### config.mk
export PLATFORM = sky130hd
export DESIGN_NAME = spi_slave_framed
export DESIGN_NICKNAME = d
export VERILOG_FILES = /design/src/rtl/spi_slave_framed.sv
export SDC_FILE = /design/constraint.sdc
export NUM_CORES = 1
export LEC_CHECK = 0
export ABC_AREA = 1
export BUFFER_PORTS_ARGS = -buffer_cell sky130_fd_sc_hd__buf_4
export CORE_ASPECT_RATIO = 1.25
export CORE_MARGIN = 5
export CORE_UTILIZATION = 47
export DETAILED_ROUTE_END_ITERATION = 8
export GPL_TIMING_DRIVEN = 0
export PLACE_DENSITY = 0.67
export SLEW_MARGIN = 20
export SYNTH_ARGS = -nofsm -noshare
export SYNTH_HDL_FRONTEND = slang
export SYNTH_SLANG_ARGS = --single-unit
### constraint.sdc
create_clock -name clk -period 1.6 [get_ports clk]
set_clock_uncertainty 0.05 [all_clocks]
set_input_delay 0.24 -clock clk [delete_from_list [all_inputs] [get_ports clk]]
set_output_delay 0.24 -clock clk [all_outputs]
set_load 0.05 [all_outputs]
### src/rtl/spi_slave_framed.sv
// spi_slave_framed
//   SPI slave front-end for the single-port RAM path. Deserialises command frames
//   {cmd[1:0], payload} from MOSI and, for read-data commands, returns tx_data on MISO.
//   clk is the SPI serial clock; one bit moves per rising edge.
//
//   Ports:
//     clk       SPI serial clock, all logic on the rising edge
//     rst       synchronous active-high reset
//     SS_n      slave select, active low; high aborts/ends any transaction
//     MOSI      serial data in
//     MISO      serial data out, 0 whenever not shifting read data
//     rx_data   last complete frame {cmd[1:0], payload}
//     rx_valid  one-cycle pulse when rx_data updates
//     tx_data   read data from the RAM controller
//     tx_valid  tx_data valid, only sampled while waiting to return read data
//
//   The first bit on the wire after the idle edge selects the path: 0 -> write,
//   1 -> read-address or read-data depending on whether an address was seen.
//   With MSB_FIRST=1 that bit is cmd[1].
module spi_slave_framed #(
    parameter int unsigned DATA_W    = 8,
    parameter bit          MSB_FIRST = 1'b1
) (
    input  logic              clk,
    input  logic              rst,
    input  logic              SS_n,
    input  logic              MOSI,
    output logic              MISO,
    output logic [DATA_W+1:0] rx_data,
    output logic              rx_valid,
    input  logic [DATA_W-1:0] tx_data,
    input  logic              tx_valid
);

    localparam int unsigned RX_W   = DATA_W + 2;
    localparam int unsigned CntW   = $clog2(RX_W + 1);
    localparam int unsigned TxCntW = $clog2(DATA_W + 1);

    typedef enum logic [2:0] {
        StIdle     = 3'd0,
        StChkCmd   = 3'd1,
        StWrite    = 3'd2,
        StReadAdd  = 3'd3,
        StReadData = 3'd4
    } state_e;

    state_e state_q, state_d;

    logic [RX_W-1:0]   rx_sr_q, rx_sr_d;
    logic [CntW-1:0]   bit_cnt_q, bit_cnt_d;
    logic              frame_done_q, frame_done_d;
    logic [RX_W-1:0]   rx_data_q, rx_data_d;
    logic              rx_valid_q, rx_valid_d;
    logic [DATA_W-1:0] tx_sr_q, tx_sr_d;
    logic [TxCntW-1:0] tx_cnt_q, tx_cnt_d;
    logic              tx_busy_q, tx_busy_d;
    logic              miso_q, miso_d;
    logic              rd_addr_seen_q, rd_addr_seen_d;

    logic              abort;
    logic              take_bit;
    logic              last_bit;
    logic [RX_W-1:0]   rx_next;

    assign abort    = (state_q != StIdle) && SS_n;
    assign take_bit = (state_q != StIdle) && !frame_done_q;
    assign last_bit = take_bit && (bit_cnt_q == CntW'(RX_W - 1));

    always_comb begin
        if (MSB_FIRST) begin
            rx_next = {rx_sr_q[RX_W-2:0], MOSI};
        end else begin
            rx_next = {MOSI, rx_sr_q[RX_W-1:1]};
        end
    end

    // State register
    always_ff @(posedge clk) begin
        if (rst) begin
            state_q <= StIdle;
        end else begin
            state_q <= state_d;
        end
    end

    // Next-state logic
    always_comb begin
        state_d = state_q;
        if (abort) begin
            state_d = StIdle;
        end else begin
            unique case (state_q)
                StIdle:   if (!SS_n) state_d = StChkCmd;
                StChkCmd: begin
                    if (!MOSI) begin
                        state_d = StWrite;
                    end else if (rd_addr_seen_q) begin
                        state_d = StReadData;
                    end else begin
                        state_d = StReadAdd;
                    end
                end
                default:  state_d = state_q;
            endcase
        end
    end

    // Datapath / output next-state logic
    always_comb begin
        rx_sr_d        = rx_sr_q;
        bit_cnt_d      = bit_cnt_q;
        frame_done_d   = frame_done_q;
        rx_data_d      = rx_data_q;
        rx_valid_d     = 1'b0;
        tx_sr_d        = tx_sr_q;
        tx_cnt_d       = tx_cnt_q;
        tx_busy_d      = tx_busy_q;
        miso_d         = 1'b0;
        rd_addr_seen_d = rd_addr_seen_q;

        // A completing frame is delivered even if SS_n rises on the same edge.
        if (last_bit) begin
            rx_data_d  = rx_next;
            rx_valid_d = 1'b1;
            if (state_q == StReadAdd) begin
                rd_addr_seen_d = 1'b1;
            end
        end

        if (abort) begin
            rx_sr_d      = '0;
            bit_cnt_d    = '0;
            frame_done_d = 1'b0;
            tx_sr_d      = '0;
            tx_cnt_d     = '0;
            tx_busy_d    = 1'b0;
            // Only a fully shifted read-data word consumes the address.
            if (tx_cnt_q == TxCntW'(DATA_W)) begin
                rd_addr_seen_d = 1'b0;
            end
        end else if (take_bit) begin
            rx_sr_d   = rx_next;
            bit_cnt_d = bit_cnt_q + CntW'(1);
            if (last_bit) begin
                frame_done_d = 1'b1;
            end
        end else if (state_q == StReadData) begin
            // Frame done: wait for tx_valid, then shift tx_data out.
            if (tx_busy_q) begin
                if (tx_cnt_q == TxCntW'(DATA_W)) begin
                    tx_busy_d      = 1'b0;
                    rd_addr_seen_d = 1'b0;
                end else begin
                    tx_cnt_d = tx_cnt_q + TxCntW'(1);
                    if (MSB_FIRST) begin
                        miso_d  = tx_sr_q[DATA_W-1];
                        tx_sr_d = {tx_sr_q[DATA_W-2:0], 1'b0};
                    end else begin
                        miso_d  = tx_sr_q[0];
                        tx_sr_d = {1'b0, tx_sr_q[DATA_W-1:1]};
                    end
                end
            end else if ((tx_cnt_q == '0) && tx_valid) begin
                tx_cnt_d  = TxCntW'(1);
                tx_busy_d = 1'b1;
                if (MSB_FIRST) begin
                    miso_d  = tx_data[DATA_W-1];
                    tx_sr_d = {tx_data[DATA_W-2:0], 1'b0};
                end else begin
                    miso_d  = tx_data[0];
                    tx_sr_d = {1'b0, tx_data[DATA_W-1:1]};
                end
            end
        end
    end

    always_ff @(posedge clk) begin
        if (rst) begin
            rx_sr_q        <= '0;
            bit_cnt_q      <= '0;
            frame_done_q   <= 1'b0;
            rx_data_q      <= '0;
            rx_valid_q     <= 1'b0;
            tx_sr_q        <= '0;
            tx_cnt_q       <= '0;
            tx_busy_q      <= 1'b0;
            miso_q         <= 1'b0;
            rd_addr_seen_q <= 1'b0;
        end else begin
            rx_sr_q        <= rx_sr_d;
            bit_cnt_q      <= bit_cnt_d;
            frame_done_q   <= frame_done_d;
            rx_data_q      <= rx_data_d;
            rx_valid_q     <= rx_valid_d;
            tx_sr_q        <= tx_sr_d;
            tx_cnt_q       <= tx_cnt_d;
            tx_busy_q      <= tx_busy_d;
            miso_q         <= miso_d;
            rd_addr_seen_q <= rd_addr_seen_d;
        end
    end

    assign MISO     = miso_q;
    assign rx_data  = rx_data_q;
    assign rx_valid = rx_valid_q;

endmodule

## Word level (Yosys, flattened, before mapping)

Cells that the tools add are included.

| operators by class | value |
|---|---|
| multiplexer cells | 24 |
| $add $sub $neg | 2 |
| reduce and logical (&&, ||, !) cells | 16 |
| eq/ne operators | 7 |
| bitwise gates (word level) | 2 |

Operators with widths:

| kind | count |
|---|---|
| $mux 8 | 3 |
| $mux 1 | 14 |
| $mux 4 | 3 |
| $mux 3 | 3 |
| $add 4x1->4 const B | 2 |
| $eq 4x4->1 const B | 2 |
| $pmux 3 s2 | 1 |
| $reduce_and 2->1 | 3 |
| $logic_and 1x1->1 | 4 |
| $logic_not 4->1 | 1 |
| $ne 2x2->1 const B | 2 |
| $reduce_and 4->1 | 1 |
| $reduce_bool 2->1 | 2 |
| $reduce_or 4->1 | 1 |
| $eq 3x1->1 const B | 1 |
| $eq 3x2->1 const B | 1 |
| $eq 3x3->1 const B | 1 |
| $logic_not 3->1 | 1 |
| $reduce_bool 3->1 | 1 |
| $not 1->1 | 2 |
| $reduce_or 2->1 | 1 |
| $logic_not 1->1 | 1 |

| word-level totals | value |
|---|---|
| logic and storage cells | 62 |
| output and inout bits | 12 |
| input bits | 13 |
| bits in registers | 43 |

## Logic depth before layout (Yosys ltp)

Gate-level depths: netlist (run 1).

| depth | value |
|---|---|
| word-level depth | 9 |
| gate-level depth with buffers | 10 |
| mapped depth without buffers | 9 |

## Worst setup path before layout (run 1)

Ideal clock, no wire load.

| path | value |
|---|---|
| kind | reg2reg |
| from | register tx_cnt_q[0] |
| to | register tx_sr_q[1] |
| setup time | 0.133 ns |
| period minus slack after synthesis | 1.397 ns |
| path buffers | 1 |
| arrival | 1.214 ns |
| data required time | 1.417 ns |
| cell stages (with the launch flop) | 10 |
| setup slack | 0.203 ns |
| cells stage by stage | dfxtp_1 > inv_1 > ha_1 > nand2_1 > nor2_1 > nor2_1 > nor2_4 > buf_6 > nand2_1 > a21oi_1 |

| on the way | value |
|---|---|
| longest elaborated chain between the ends | 4 |
| elaborated cells on any way between the ends | 6 |
| those cells by class | eq/ne: 2; reduce/logical: 4 |

Ends and longest elaborated chain:

| item | RTL line | RTL |
|---|---|---|
| start: declaration | 55 | `logic [TxCntW-1:0] tx_cnt_q, tx_cnt_d;` |
| start signal: assignment | 196 | `tx_cnt_q <= tx_cnt_d;` |
| $logic_not 4->1 | 163 | `end else if ((tx_cnt_q == '0) && tx_valid) begin` |
| $logic_and 1x1->1 | 163 |  |
| $reduce_bool 2->1 (no line) | -- |  |
| $reduce_and 4->1 (no line) (*) | -- |  |
| end signal: assignment | 195 | `tx_sr_q <= tx_sr_d;` |
| end: declaration | 54 | `logic [DATA_W-1:0] tx_sr_q, tx_sr_d;` |

Mark *: on every way between the ends. The rest lies on a longest branch, timed or not.
A chain may end at the register's enable or synchronous reset.

## Worst setup path after layout (run 1)

| path | value |
|---|---|
| from | register tx_cnt_q[0] |
| to | register tx_cnt_q[2] |

| on the way | value |
|---|---|
| longest elaborated chain between the ends | 4 |
| elaborated cells on any way between the ends | 9 |
| those cells by class | add/sub: 1; eq/ne: 2; mux: 2; reduce/logical: 4 |

Ends and longest elaborated chain:

| item |
|---|
| branches (longest 4 deep; another with $add 4x1->4) |

Parallel ways; which one is timed is not known. The select of a mux whose other input is x is not followed.

==> results of run 1 <==
-- sequential cells by signal, indices dropped and copies added, names as in the netlist, 3 cells and up --
signal and cells:
rx_data 10, rx_sr_q 9, tx_sr_q 7, bit_cnt_q 4
tx_cnt_q 4, state_q 3
-- kinds of logic (layout without fill, tap and decap cells) --
kind of cell / count (synthesis) / count (layout) / share of synthesized area, %
and+or+nand+nor: 101 / 101 / 24.30
AOI/OAI and AO/OA: 48 / 48 / 13.62
DFF: 42 / 42 / 46.93
buffers and inverters: 34 / 71 / 8.031
muxes: 6 / 6 / 3.352
adders and majority gates: 4 / 4 / 2.793
xor gates and xnor gates: 2 / 2 / 0.9778
-- how the worst max path moves through the flow --
stage	slack [ps]	depth (start not counted)	endpoint	startpoint
after detailed placement	50	9	tx_sr_q[1]	tx_cnt_q[0]
after global routing	8	9	tx_sr_q[1]	tx_cnt_q[0]
after CTS	40	9	tx_cnt_q[2]	tx_cnt_q[0]
after floorplan	200	9	tx_sr_q[1]	tx_cnt_q[0]
final	120	9	tx_cnt_q[2]	tx_cnt_q[0]
after global placement	70	9	tx_sr_q[1]	tx_cnt_q[0]
-- per-stage QoR --
step                total power, mW  instances  util (%)  area [um2]
floorplan                     1.361        237         -        1792
global placement              1.442        301     54.32        2022
detailed placement            1.448        301     54.32        2022
CTS                           2.150        309     56.87        2117
global route                  2.260        314     58.08        2162
finish                        2.138        314     58.08        2162
-- layout by cell type (no fill, tap or decap), types with 4 or more instances in the layout --
master / count
o21ai_0: 21
buf_4: 29
nand3_1: 15
nor2_1: 32
nand2_1: 42
mux2i_1: 6
ha_1: 4
clkbuf_8: 6
inv_1: 24
buf_2: 5
dfxtp_1: 40
a21oi_1: 25
nand2_2: 4
-- power by group --
group / internal, mW / switching (mW) / total, mW
sequential: 1.10 / 0.0358 / 1.14
combinational: 0.100 / 0.185 / 0.285
clock: 0.347 / 0.365 / 0.712
-- layer usage --
layer,GRT usage (%),up-vias
li1,-,831
met1,19.54,689
met2,26.65,23
met3,4.243,7
met4,7.054,0
met5,0,-
-- layout make-up --
cell class	instances	share of cell area, %
tap	40	2.315
multi-input combinational	161	37.67
timing repair buffer	29	9.954
clock buffer	6	3.819
clock inverter	2	0.5787
buffer	7	1.968
sequential	42	39.00
inverter	27	4.687
-- tightest hold or removal path: stages --
cell and delay (ps):
buf_4 110, nand2_1 50, nand2_1 40
-- what timing repair did --
action                     CTS  global route
setup endpoints to repair    0            23
gates resized for setup      0             6
buffers inserted             0             4
==> results.tsv, run 1 <==
stage	metric	value	unit
setup_path	cp_max_fo	6	
yosys	post-synth-top-count-cell	nand2_1	
power	power_density	988.9	mW/mm2
yosys	ys_warn_count	0	
power	p_leak	0.9168	nW
routing	drtPass1Iterations	4	
worst_hold_path	whs_path_depth	3	
floorplanning	fp.dieW	65.23	um
setup_path	ff2ff_setup_slack	120	ps
timing	relSlewSlack	66.82	%
yosys	avgSynthCellArea	7.560	um2
yosys	synth_top_cell_area_share	46.93	%
power	ir_worst_vdd	0.0007887	V
setup_path	required	1780	ps
layout	seq_area	843.3	um2
setup_path	crit_family	simple AND/OR/NAND/NOR gates	
clocking	ctsHoldBuffers	0	
floorplanning	die_height	79.03	um
clocking	cts_buffer_depth	2	
yosys	ys.flop_type	dfxtp_1	
layout	diodes	0	
yosys	syn_nets	254	
timing	drv_slew	0	
timing	finalCritPeriodShare	92.37	%
setup_path	worst_setup_path_start_kind	flip-flop	
yosys	synth_commonest_cells	nand2_1 (43), dfxtp_1 (42), nor2_1 (34), a21oi_1 (25), inv_1 (24)	
routing	wl_met1	1.681	mm
yosys	yosysTopAreaCell	dfxtp_1	
routing	drt_first_iter_violations	56	
routing	drtAntennaViolNets	0	
placement	io_buffers	24	
clocking	cts.clk_slew.worst_paths	80	ps
placement	finalWeightedCongestion	0.7382	
timing	fin_setup_tns	0	ps
routing	num_vias	1550	
setup_path	end_kind	flip-flop	
layout	nets	290	
setup_path	max_stage_delay	350	ps
yosys	synth_seq_cells	42	
routing	drcViolationCount	0	
floorplanning	die_area	0.005155	mm2
floorplanning	io_pins	25	
worst_hold_path	hold_path_startpoint	MOSI	
global_routing	grt_pass1_wl	6.486	mm
yosys	synth_cells	237	
clocking	cts_htree_levels	2	
global_routing	first_global_vias	1461	
setup_path	path_class	reg2reg	
routing	wl_met3	153	um
routing	routed_wl	3.695	mm
clocking	cts_made_buffers	5	
timing	setup_viol	0	
timing	fmax	0.6766	GHz
routing	top_layer	met4	
routing	routed_via_density	4.936	
yosys	yosysUniqueCellTypes	21	
placement	dpl.hpwl	2.707	mm
clocking	root_buffer	clkbuf_8	
timing	period_needed	1478	ps
timing	whs	127.8	ps
status	status	finished, final reports clean	
timing	rsz0062_at_grt	false	
layout	multiInputGateArea	814.5	um2
setup_path	arrival	1650	ps
worst_hold_path	min_to	rx_data[0]	
floorplanning	start_util	48.13	%
clocking	clk_latency	300	ps
yosys	synth.cell_area	0.001792	mm2
setup_path	reg2reg_from	tx_cnt_q[0]	
layout	area_delta_synth_final	20.67	%
setup_path	path_buf_inv	2	
layout	drive_gt1_share	21.17	%
worst_hold_path	hold_path_class	in2reg	
timing	layout_setup_ws	122.1	ps
setup_path	cp_cell_sequence	inv_1 > ha_1 > nand2_1 > nor2_2 > nor2_2 > nor2_4 > buf_6 > nand2_1 > a21oi_1	
timing	worst_pin_slew	497.6	ps
global_routing	overflow	0	
floorplanning	core	0.003722	mm2
yosys	synthArstFlopShare	0	%
run	cap_violations	0	
yosys	yosysSeqAreaShare	46.93	%
setup_path	worstReg2RegEnd	tx_cnt_q[2]	
floorplanning	rows	25	
global_routing	grt_usage	16.14	%
placement	dpl_worst_slack	52.22	ps
yosys	ys_top_cells_by_area	dfxtp_1 (47%), nand2_1 (9.0%), nor2_1 (7.1%), a21oi_1 (7.0%), o21ai_0 (6.1%)	
routing	wl_per_cell	11.77	um
global_routing	antenna_found_initial	0	
clocking	cts_tree	built	
layout	fillers	361	
setup_path	reg2reg_depth	9	
clocking	cts.sinks	42	
timing	finalHoldViolCount	0	
yosys	synth_edf_count	0	
routing	route.met2.wl	1.788	mm
global_routing	grt_start_max_net_pins	14	
setup_path	worst_path_max_delay_cell	dfxtp_2	
Note: power is estimated with default switching activity, not from simulation.
==> inputs of run 2 (changes only) <==
Clock period 1.6 ns to 1.7 ns, I/O delays scaled along.
==> run 2 against run 1 <==
  * Via count decreased by 1.6%
  * Routed wire length fell by 0.60%
  * Global-route usage stayed put
  * Largest cell class unchanged
  * Critical endpoint is now tx_sr_q[1]
==> results.tsv, run 2 (same netlist as run 1, synthesis figures left out) <==
stage	metric	value	unit
status	status	finished, final reports clean	
global_routing	first_global_vias	1461	
placement	io_buffers	24	
timing	relSlewSlack	66.87	%
setup_path	end_kind	flip-flop	
clocking	cts_buffer_depth	2	
clocking	cts.sinks	42	
placement	dpl_worst_slack	152.2	ps
timing	rsz0062_at_grt	false	
timing	worst_pin_slew	496.9	ps
placement	place_area	0.002022	mm2
clocking	cts_htree_levels	2	
global_routing	use_met3	4.243	%
routing	routed_wl	3.673	mm
clocking	cts_tree	built	
layout	drive_gt1_share	18.45	%
layout	utilization	57.28	%
setup_path	reg2reg_depth	9	
run	cap_violations	0	
timing	setup_viol	0	
global_routing	busiest_layer	met2	
layout	area_delta_synth_final	18.99	%
global_routing	grtUsageMet2	26.65	%
setup_path	reg2reg_from	tx_cnt_q[0]	
timing	fin_setup_tns	0	ps
floorplanning	core	0.003722	mm2
global_routing	overflow	0	
routing	wl_per_cell	11.81	um
layout	nets	287	
setup_path	worstReg2RegEnd	tx_sr_q[1]	
global_routing	grt_pass1_wl	6.486	mm
worst_hold_path	hold_path_class	in2reg	
power	power_density	941.9	mW/mm2
layout	diodes	0	
global_routing	antenna_found_initial	0	
timing	fmax	0.6436	GHz
setup_path	max_stage_delay	350	ps
setup_path	path_class	reg2reg	
layout	largest_register_ffs	10	
routing	routed_via_density	4.904	
timing	finalCritPeriodShare	91.39	%
clocking	root_buffer	clkbuf_8	
setup_path	cp_cell_sequence	inv_1 > ha_1 > nand2_1 > nor2_1 > nor2_1 > nor2_4 > buf_6 > nand2_1 > a21oi_1	
placement	finalWeightedCongestion	0.7382	
routing	drtPass1Iterations	4	
floorplanning	fp.dieW	65.23	um
routing	drcViolationCount	0	
worst_hold_path	whs_path_depth	3	
routing	num_vias	1525	
setup_path	required	1880	ps
routing	drtAntennaViolNets	0	
timing	finalHoldViolCount	0	
worst_hold_path	min_to	rx_data[0]	
routing	drt_first_iter_violations	64	
global_routing	grt_util_met1	19.54	%
timing	period_needed	1554	ps
floorplanning	rows	25	
floorplanning	start_util	48.13	%
layout	finalInstanceArea	0.002132	mm2
layout	fillers	366	
clocking	cts_made_buffers	5	
worst_hold_path	hold_path_startpoint	MOSI	
power	ir_worst_vdd	0.0007381	V
layout	layout_commonest_cell	nand2_1	
setup_path	arrival	1740	ps
clocking	clk_latency	290	ps
timing	whs	144.0	ps
floorplanning	io_pins	25	
timing	layout_setup_ws	146.3	ps
timing	drv_slew	0	
floorplanning	die_height	79.03	um
setup_path	ff2ff_setup_slack	150	ps
placement	dpl.hpwl	2.707	mm
layout	final_cell_mix	nand2_1 (43), dfxtp_1 (42), nor2_1 (34), buf_4 (27), a21oi_1 (25)	
clocking	cts_resized	0	
setup_path	cp_max_fo	10	
power	p_leak	0.8983	nW
setup_path	worst_path_max_delay_cell	dfxtp_1	
clocking	cts.clk_slew.worst_paths	80	ps
floorplanning	die_area	0.005155	mm2
setup_path	worst_setup_path_start_kind	flip-flop	
setup_path	cp-startpoint	tx_cnt_q[0]	
global_routing	grt_start_max_net_pins	14	
global_routing	grt_usage	16.14	%
-- run 2: worst max path at each step --
stage,to,cells after the start
6_report,tx_sr_q[1],9
5_1_grt,rx_data[8],6
4_1_cts,tx_cnt_q[2],9
3_5_place_dp,tx_sr_q[1],9
3_3_place_gp,tx_sr_q[1],9
2_1_floorplan,tx_sr_q[1],9
-- run 2: metrics by stage --
stage | cells | total power [mW]
final | 311 | 2.008
after detailed placement | 301 | 1.363
after global placement | 301 | 1.357
after CTS | 309 | 2.023
after floorplan | 237 | 1.281
after global routing | 311 | 2.125
-- run 2: final cells by class --
type                            count  area, um2  area share [%]
Clock buffer                        6      82.58           3.873
Sequential cell                    42      840.8           39.44
Multi-Input combinational cell    161      807.0           37.85
Inverter                           27      101.3           4.754
Tap cell                           40      50.05           2.347
Buffer                              7      42.54           1.995
Clock inverter                      2      12.51          0.5869
Timing Repair Buffer               26      195.2           9.155
-- run 2: repair_timing --
| action | CTS | global route |
|---|---|---|
| hold buffers | 0 | 0 |
| endpoints found under the setup margin | 0 | 3 |
| setup buffers | 0 | 2 |
-- run 2: worst max-delay path, delay by kind of cell (launching register included) --
kind / cells / cell delay [ps]
simple gates: 5 / 530
flops: 1 / 350
buf+inv: 2 / 260
compound gates: 1 / 130
fa+ha+maj: 1 / 160
-- run 2: routing by layer --
metal | part of all wire (%) | routed length, um
met1 | 46 | 1701
met2 | 48 | 1754
met3 | 3.9 | 145
met4 | 1.9 | 71
met5 | 0 | 0
-- run 2: power by group --
part	internal, mW	switching (mW)	leakage, nW
Combinational	0.0930	0.173	0.511
Sequential	1.04	0.0337	0.340
Clock	0.326	0.342	0.0472
==> inputs of run 3 (changes only) <==
Settings changed: ABC_AREA 1 to 0, PLACE_DENSITY 0.67 to default, PLACE_DENSITY_LB_ADDON from default to 0.3.
==> run 3 against run 2 <==
  * Final area up 9.9%
  * Area after synthesis up 2.0%
  * Global-route usage down 0.51 points
  * Critical endpoint is now tx_cnt_q[1]
  * Count of clock-buffer cells in the layout down 1
==> results.tsv, run 3 <==
stage	metric	value	unit
routing	routed_via_density	4.880	
worst_hold_path	hold_path_class	in2reg	
global_routing	grt_util_met1	19.82	%
global_routing	busiest_layer	met2	
yosys	synth_seq_cells	42	
yosys	synthArstFlopShare	0	%
routing	drcViolationCount	0	
yosys	yosys.area_share.adder	2.738	%
clocking	cts_buffer_depth	2	
worst_hold_path	whs_path_depth	2	
placement	dpl.hpwl	2.363	mm
timing	drv_slew	0	
yosys	yosysUniqueCellTypes	39	
setup_path	ff2ff_setup_slack	80	ps
global_routing	antenna_found_initial	0	
timing	rsz0062_at_grt	true	
setup_path	max_stage_delay	370	ps
routing	routed_wl	3.680	mm
clocking	root_buffer	clkbuf_8	
routing	drtPass1Iterations	4	
yosys	avgSynthCellArea	9.621	um2
clocking	cts_htree_levels	2	
floorplanning	core	0.003785	mm2
yosys	synth_edf_count	0	
setup_path	reg2reg_from	tx_cnt_q[0]	
layout	diodes	0	
layout	multiInputGateArea	913.4	um2
timing	fin_setup_tns	0	ps
routing	drt_first_iter_violations	108	
status	status	finished, final reports clean	
floorplanning	die_height	79.73	um
yosys	synth_commonest_cells	dfxtp_1 (42), nor2_1 (32), nand2_1 (21), mux2i_1 (16), a21oi_2 (12)	
yosys	yosysSeqAreaShare	46.00	%
routing	wl_per_cell	12.65	um
placement	io_buffers	24	
power	p_clk_share	40.1	%
setup_path	crit_path_end	tx_cnt_q[1]	
clocking	clk_latency	290	ps
setup_path	cp-startpoint	tx_cnt_q[0]	
global_routing	overflow	0	
clocking	cts.clk_slew.worst_paths	80	ps
global_routing	use_met3	5.211	%
yosys	ys.flop_type	dfxtp_1	
yosys	synth_top_family_by_area	simple AND/OR/NAND/NOR gates	
global_routing	grt_usage	15.62	%
setup_path	path_class	reg2reg	
power	seq_power_share	52.4	%
timing	whs	93.83	ps
yosys	synth_xor_area_share	1.437	%
setup_path	worst_setup_path_start_kind	flip-flop	
worst_hold_path	hold_path_startpoint	SS_n	
setup_path	cp_cell_sequence	inv_1 > ha_2 > nand3b_1 > a211oi_4 > buf_6 > a2bb2oi_1 > nor2_1	
routing	num_vias	1420	
timing	setup_viol	0	
power	switchingPower	442.3	uW
layout	largest_register_ffs	10	
yosys	yosys.area_share.simple	21.22	%
layout	layout_commonest_cell	buf_4	
layout	final_cell_mix	buf_4 (39), dfxtp_1 (38), nor2_1 (32), nand2_1 (20), mux2i_1 (16)	
layout	area_delta_synth_final	28.13	%
setup_path	arrival	1760	ps
global_routing	grt_start_max_net_pins	14	
floorplanning	fp.dieW	65.78	um
timing	worst_pin_slew	609.6	ps
timing	finalHoldViolCount	0	
yosys	synth_mux_area_share	8.761	%
layout	fillers	324	
global_routing	first_global_vias	1396	
layout	drive_gt1_share	35.86	%
timing	fmax	0.6176	GHz
layout	utilization	61.88	%
clocking	cts_tree	built	
setup_path	end_kind	flip-flop	
power	p_int	1.489	mW
timing	period_needed	1619	ps
yosys	syn_nets	207	
yosys	synth_cells	190	
yosys	synth.cell_area	0.001828	mm2
global_routing	grtUsageMet2	23.07	%
power	p_leak	0.8521	nW
yosys	yosysTopAreaCell	dfxtp_1	
yosys	synth_top_cell_area_share	46.00	%
yosys	post-synth-top-count-cell	dfxtp_1	
yosys	ys_top_cells_by_area	dfxtp_1 (46%), mux2i_1 (8.8%), nor2_1 (6.6%), a21oi_2 (5.7%), nand2_1 (4.3%)	
setup_path	reg2reg_depth	7	
power	comb_power_share	7.5	%
yosys	ys_warn_count	0	
timing	relSlewSlack	59.36	%
clocking	cts.sinks	42	
floorplanning	rows	25	
power	totalPowerFinal	1.931	mW
yosys	synth_compound_area_share	14.65	%
timing	finalCritPeriodShare	95.24	%
routing	drtAntennaViolNets	0	
layout	nets	253	
floorplanning	start_util	48.30	%
power	swShare	22.91	%
floorplanning	io_pins	25	
setup_path	worst_path_max_delay_cell	a211oi_4	
setup_path	cp_max_fo	6	
power	power_density	824.3	mW/mm2
layout	seq_area	848.3	um2
setup_path	worstReg2RegEnd	tx_cnt_q[1]	
setup_path	required	1840	ps
clocking	ctsHoldBuffers	0	
placement	finalWeightedCongestion	0.7423	
global_routing	grt_pass1_wl	6.244	mm
power	ir_worst_vdd	0.0005896	V
floorplanning	die_area	0.005244	mm2
clocking	cts_made_buffers	5	
run	cap_violations	0	
[run 3: cell count changes in the layout (fill, tap and decap cells not counted), sizes merged, moves of 9 or more]
cell | previous run | this run
a211oi | 0 | 9
a21oi | 25 | 14
buf | 32 | 46
inv | 27 | 6
mux2i | 6 | 16
nand2 | 46 | 21
nand3 | 15 | 4
o21ai | 23 | 2
[run 3: layout make-up]
| cell class | instances | share of cell area, % |
|---|---|---|
| well taps | 54 | 2.885 |
| clock inverters | 3 | 1.709 |
| repair buffers | 40 | 13.25 |
| multi-input cells | 132 | 39.00 |
| plain buffers | 9 | 3.045 |
| flip-flops and latches | 42 | 36.22 |
| clock buffers | 5 | 2.938 |
| inverters | 6 | 0.9615 |
[run 3: kinds of logic after synthesis]
group           after synthesis
simple gates                 77
flops                        42
compound gates               32
buf+inv                      16
mux                          16
fa+ha+maj                     4
xor+xnor                      3
[run 3: how the worst min path moves through the flow]
stage | end | slack, ps
6_report | MISO | 90
3_5_place_dp | MISO | 410
3_3_place_gp | rx_sr_q[8] | 410
4_1_cts | MISO | 90
5_1_grt | rx_valid | 90
2_1_floorplan | rx_valid | 280
[run 3: power groups by stage]
stage | combinational [mW] | clock [mW] | sequential, mW
detailed placement | 0.143 | 0 | 1.04
finish | 0.144 | 0.775 | 1.01
global placement | 0.141 | 0 | 1.04
floorplan | 0.0949 | 0 | 1.03
CTS | 0.145 | 0.795 | 1.01
global route | 0.161 | 0.836 | 1.01
[run 3: through the flow]
step,setup WS [ps],cell area [um2],std cells
3_5_place_dp,-195.9,2076,268
3_3_place_gp,-205.1,2076,268
5_1_grt,-9.820,2342,291
2_1_floorplan,16.10,1828,190
4_1_cts,17.53,2263,284
6_report,80.91,2342,291
[run 3: what timing repair did]
item / CTS / global route
cloned: 0 / 1
gates resized for setup: 4 / 9
pin swaps: 2 / 8
buffers inserted: 8 / 7
endpoints found under the setup margin: 11 / 29
hold endpoints to repair: 0 / 0
[run 3: worst max-delay path, delay by kind of cell (launching register included)]
family          cells  cell delay (ps)
fa+ha+maj           1              160
buf+inv             2              230
compound gates      2              530
flops               1              350
simple gates        2              190
[run 3: metal layers]
layer | up-vias | routed length (um)
met2 | 24 | 1658
met1 | 654 | 1826
met4 | 0 | 65
met5 | - | 0
met3 | 4 | 130
li1 | 738 | -
